## src/rtl/data_memory_responder.sv

```systemverilog
// Load/store responder: a DEPTH x 16 array with immediate stores and
// fixed-latency loads that return one valueReady pulse per readReq assertion.
module data_memory_responder #(
  parameter int DEPTH        = 256,
  parameter int READ_LATENCY = 2
) (
  input  logic        clk,
  input  logic        rst,
  input  logic [7:0]  memAddrLoadStore,
  input  logic [15:0] memValueStore,
  input  logic        writeReq,
  input  logic        readReq,
  output logic [15:0] memValueLoad,
  output logic        valueReady,
  output logic        busy,
  output logic        addrErr
);

  typedef enum logic [1:0] {IDLE, WAIT, RESP, HOLD} state_e;

  localparam int          AW       = (DEPTH > 1) ? $clog2(DEPTH) : 1;
  localparam logic [8:0]  DEPTH_W  = 9'(DEPTH);
  localparam logic [3:0]  CNT_INIT = 4'(READ_LATENCY - 1);

  logic [15:0] mem_q [DEPTH] = '{default: 16'h0000};

  state_e      state_q, state_d;
  logic [3:0]  cnt_q, cnt_d;
  logic [7:0]  rdAddr_q, rdAddr_d;
  logic [15:0] load_q, load_d;
  logic        vr_q, vr_d;
  logic        busy_q, busy_d;
  logic        err_q, err_d;

  logic        wr_in_range, rd_in_range, resp_enter;
  logic [15:0] rd_data;

  assign wr_in_range = {1'b0, memAddrLoadStore} < DEPTH_W;
  assign rd_in_range = {1'b0, rdAddr_q} < DEPTH_W;
  // cnt_q counts remaining WAIT cycles, so RESP is entered READ_LATENCY edges after accept
  assign resp_enter  = (state_q == WAIT) && (cnt_q == 4'd0);
  assign rd_data     = rd_in_range ? mem_q[rdAddr_q[AW-1:0]] : 16'h0000;

  // Array is not reset; stores are accepted in every FSM state.
  always_ff @(posedge clk) begin
    if (writeReq && wr_in_range) mem_q[memAddrLoadStore[AW-1:0]] <= memValueStore;
  end

  always_ff @(posedge clk or negedge rst) begin
    if (!rst) begin
      state_q  <= IDLE;
      cnt_q    <= 4'd0;
      rdAddr_q <= 8'h00;
      load_q   <= 16'h0000;
      vr_q     <= 1'b0;
      busy_q   <= 1'b0;
      err_q    <= 1'b0;
    end else begin
      state_q  <= state_d;
      cnt_q    <= cnt_d;
      rdAddr_q <= rdAddr_d;
      load_q   <= load_d;
      vr_q     <= vr_d;
      busy_q   <= busy_d;
      err_q    <= err_d;
    end
  end

  always_comb begin
    state_d  = state_q;
    cnt_d    = cnt_q;
    rdAddr_d = rdAddr_q;
    case (state_q)
      IDLE: if (readReq) begin
        state_d  = WAIT;
        cnt_d    = CNT_INIT;
        rdAddr_d = memAddrLoadStore;
      end
      WAIT: if (cnt_q == 4'd0) state_d = RESP;
            else               cnt_d   = cnt_q - 4'd1;
      // HOLD keeps a still-asserted readReq from being serviced twice
      RESP: state_d = readReq ? HOLD : IDLE;
      HOLD: if (!readReq) state_d = IDLE;
      default: state_d = IDLE;
    endcase
  end

  always_comb begin
    load_d = load_q;
    vr_d   = resp_enter;
    busy_d = (state_d != IDLE);
    err_d  = (writeReq && !wr_in_range) || (resp_enter && !rd_in_range);
    if (resp_enter) load_d = rd_data;
  end

  assign memValueLoad = load_q;
  assign valueReady   = vr_q;
  assign busy         = busy_q;
  assign addrErr      = err_q;

endmodule

```

## config.mk

```make
export PLATFORM = sky130hd
export DESIGN_NAME = data_memory_responder
export DESIGN_NICKNAME = d
export VERILOG_FILES = /design/src/rtl/data_memory_responder.sv
export SDC_FILE = /design/constraint.sdc
export NUM_CORES = 2
export LEC_CHECK = 0
export CAP_MARGIN = 10
export CORE_UTILIZATION = 62
export DETAILED_ROUTE_END_ITERATION = 10
export PLACE_DENSITY_LB_ADDON = 0.1
export SLEW_MARGIN = 20
export SYNTH_ARGS = -nofsm -noshare
export SYNTH_HDL_FRONTEND = slang
export SYNTH_SLANG_ARGS = --single-unit
```

## constraint.sdc

```tcl
create_clock -name clk -period 3.49 [get_ports clk]
set_input_delay 0.349 -clock clk [delete_from_list [all_inputs] [get_ports clk]]
set_output_delay 0.349 -clock clk [all_outputs]
set_load 0.01 [all_outputs]
```

==> results summary <==
The min-delay analysis places its worst path in the category in -> reg. The clock tree root driver cell is clkbuf_16. The final clock period utilization by the worst path is 102%. The count of flip-flops with a built-in enable after synthesis came out at 4096. The area inside the core boundary is 255000 um2.

The global-route wire length before repair is 615 mm. In this run the tightest slew margin relative to its limit is 23.9%. The total track usage came out at 34.2%. The initial antenna violation count is 30.

Setup violations remaining at the end of the flow were counted as 1. The routing usage on met2 came out at 50.9%. Hold is met by 0.156 ns. The routing layer with the top usage in global route is met2. The flow ran to the end, but the final reports show violations. The HPWL after detailed placement is 275 mm. The top cell type by area accounts for 77.2% of the synthesized area.

The tree built by TritonCTS fans out to 4128 sinks. The met1 demand-to-capacity share in global routing came out at 49.6%. The netlist uses 70 different library cells. The number of global-route vias before repair came out at 82100. The die outline width came out at 509 um.

Pin placement for this block handled 47 I/O pins. The sequential-to-total area share from yosys stat is 77.7%. On the final layout, the worst clock skew is 0.0813 ns. The fraction of final layout cells with drive strength greater than 1 came out at 26.5%. The worst path in the final design needs a cycle of 3.57 ns, including I/O delays and setup.

The number of hold violations in the final report came to 0. After layout, the worst setup slack is -0.0785 ns. Among all flip-flop cells after synthesis, the most frequent one is edfxtp_1. The largest net degree at the start of global routing came out at 136. The routed wire length is 438 mm. The total of buffers placed on input and output ports came out at 45. The share of the core filled with cells in the final layout came out at 72.0%.

The total iterations of the first detailed-routing run is 5. The congestion estimate from routability-driven global placement came to 0.919. The layout overhead on the synthesized area came out at 15.2%. For this run, global-route usage on met3 was measured as 8.27%. The net count of the finished layout is 8593. The mean area per synthesized cell is 20.9 um2. The startpoint class of the critical path is a flip-flop. The die outline area is 259000 um2. The clock buffer count from CTS came out at 414. The maximum fanout along the worst path is 24. The maximum operating frequency came out at 280 MHz. In the synthesized netlist the async set-or-reset flop fraction comes to 0.775%. After detailed routing, the number of remaining DRC violations is 0. The clock-pin slew on the worst setup and hold paths came out at 0.06 ns. The maximum level of the CTS H-tree came out at 5. The height of the die is 509 um. The post-synth design cell area is 159000 um2. The cell accounting for the most synthesized area is edfxtp_1.

The type of destination of the critical path is a flip-flop. The flop and latch count out of synthesis is 4128. The count of routing violations after the opening detailed-route iteration is 11800. The cell count after synthesis came out at 7635. The leakage power of the design is 0.0598 uW.

The longest clock path from root to sink contains 4 buffers. The data arrival time at the worst-slack endpoint came out at 4.48 ns. The most common cell after layout, fill and taps aside is edfxtp_1. Synthesis produced a netlist with a net count of 7665. The total overflow left after global routing is 0. The number of max-slew violations in the final report is 0. The starting density of the core is 62.5%. The checks that failed: setup timing.

The total number of placement rows came out at 185. The detail-routed via count per cell came out at 6.85. The required time of the critical path is 4.40 ns. The clock insertion delay at the later pin of the skew report is 1.00 ns.

The ratio of total power to cell area came out at 759 nW/um2. The via total after detailed routing came out at 84000. TritonCTS built the clock tree. The critical path is of the reg -> reg type. By area the synthesized netlist is led by edfxtp_1 (77%), mux4_2 (10%), mux2i_1 (4.0%), o22ai_1 (0.79%), nor2_1 (0.70%). Setup repair after global routing could not meet its margin everywhere. The slew at the pin closest to its max-slew limit came out at 1.14 ns.

The number of maximum-capacitance violations came out at 0. The number of warnings printed during yosys synthesis is 0. The residual antenna-violating net count after detailed routing is 0. Leaving out fill and tap cells, the most frequent cells in the layout are edfxtp_1 (4096), buf_4 (746), mux4_2 (709), mux2i_1 (644), clkbuf_16 (416). The worst supply voltage drop on vdd is 0.622 mV. The post-detailed-route wirelength per cell came out at 35.7 um.
## power by group
part	internal (uW)	switching [uW]	total, uW
clock network	24300	18200	42500
registers	54800	553	55300
logic	17400	24200	41600
total	96500	42900	139000
## Yosys cell counts (all sizes together), types with 75 or more instances
| cell type | count |
|---|---|
| a22oi | 93 |
| o221ai | 127 |
| a211oi | 75 |
| edfxtp | 4096 |
| o22ai | 202 |
| clkbuf | 163 |
| nand2 | 197 |
| nor2 | 299 |
| a21oi | 124 |
| mux2i | 644 |
| buf | 306 |
| o21ai | 113 |
| mux4 | 716 |
## final cells by class
class | instances | area, um2
Sequential cell | 4128 | 124000
Fill cell | 14800 | 71300
Multi-Input combinational cell | 3023 | 32900
Clock buffer | 522 | 11000
Timing Repair Buffer | 980 | 9690
Tap cell | 3366 | 4210
Clock inverter | 210 | 1830
Inverter | 16 | 67.6
Antenna cell | 11 | 27.5
## final timing paths
kind / start / endpoint / slack (ns) / cells past startpoint
max reg2reg: rdAddr_q[0] / memValueLoad[13] / -0.08 / 11
max in group asynchronous: rst / memValueLoad[3] / 2.56 / 4
min in group asynchronous: rst / valueReady / 0.62 / 4
min: memAddrLoadStore[4] / rdAddr_q[4] / 0.16 / 3
min reg2reg: cnt_q[0] / cnt_q[0] / 0.51 / 1
max: rdAddr_q[0] / memValueLoad[13] / -0.08 / 11
## per-layer routing
metal | vias to the layer above | share of wire, %
li1 | 33800 | -
met3 | 853 | 12
met2 | 5481 | 46
met4 | 24 | 4.5
met1 | 43800 | 37
met5 | - | 0.039
## worst max-delay path, stage by stage, from the launching register on
cell	delay [ns]
dfrtp_4	0.49
buf_12	0.17
buf_12	0.18
buf_12	0.18
buf_4	0.23
mux4_2	0.34
nand2_1	0.05
a21boi_1	0.33
nor4_1	0.15
a21oi_2	0.40
nand4_1	0.55
o211ai_1	0.33
## metrics by stage
step	power, uW	std cells	area, um2	setup slack (ns)	setup TNS [ns]
final	139000	12300	184000	-0.0785	-0.0785
after global routing	143000	12300	184000	-0.0270	-0.0270
after detailed placement	96700	11500	170000	-0.673	-4.39
after CTS	139000	12200	183000	-0.0252	-0.0252
after global placement	96300	11500	170000	-0.928	-5.87
after floorplan	80100	7635	159000	0.983	0
## logic make-up (layout without fill, tap and decap cells)
kind of cell / count (synthesis) / in the layout / share of synthesized area, %
simple gates: 717 / 718 / 1.99
mux: 1403 / 1403 / 14.5
xor+xnor: 2 / 2 / 0.0110
compound gates: 897 / 897 / 3.90
fa+ha+maj: 2 / 2 / 0.0157
other cells: 1 / 12 / 0.00235
flops: 4128 / 4128 / 77.7
buf+inv: 485 / 1728 / 1.92
## flip-flops by register name, indices dropped and copies added (netlist names)
signal	count
busy	1
cnt_q	4
memValueLoad	16
mem_q	4096
rdAddr_q	8
state_q	2
valueReady	1
## what timing repair did
action / 4_1_cts / 5_1_grt
endpoints found under the setup margin: 15 / 14
buffers inserted: 15 / 3
hold buffers: 19 / 0
resized for setup: 30 / 30
pin swaps: 6 / 4
endpoints found under the hold margin: 1007 / 0
gates cloned: 2 / 0
Note: power is estimated with default switching activity, not from simulation.
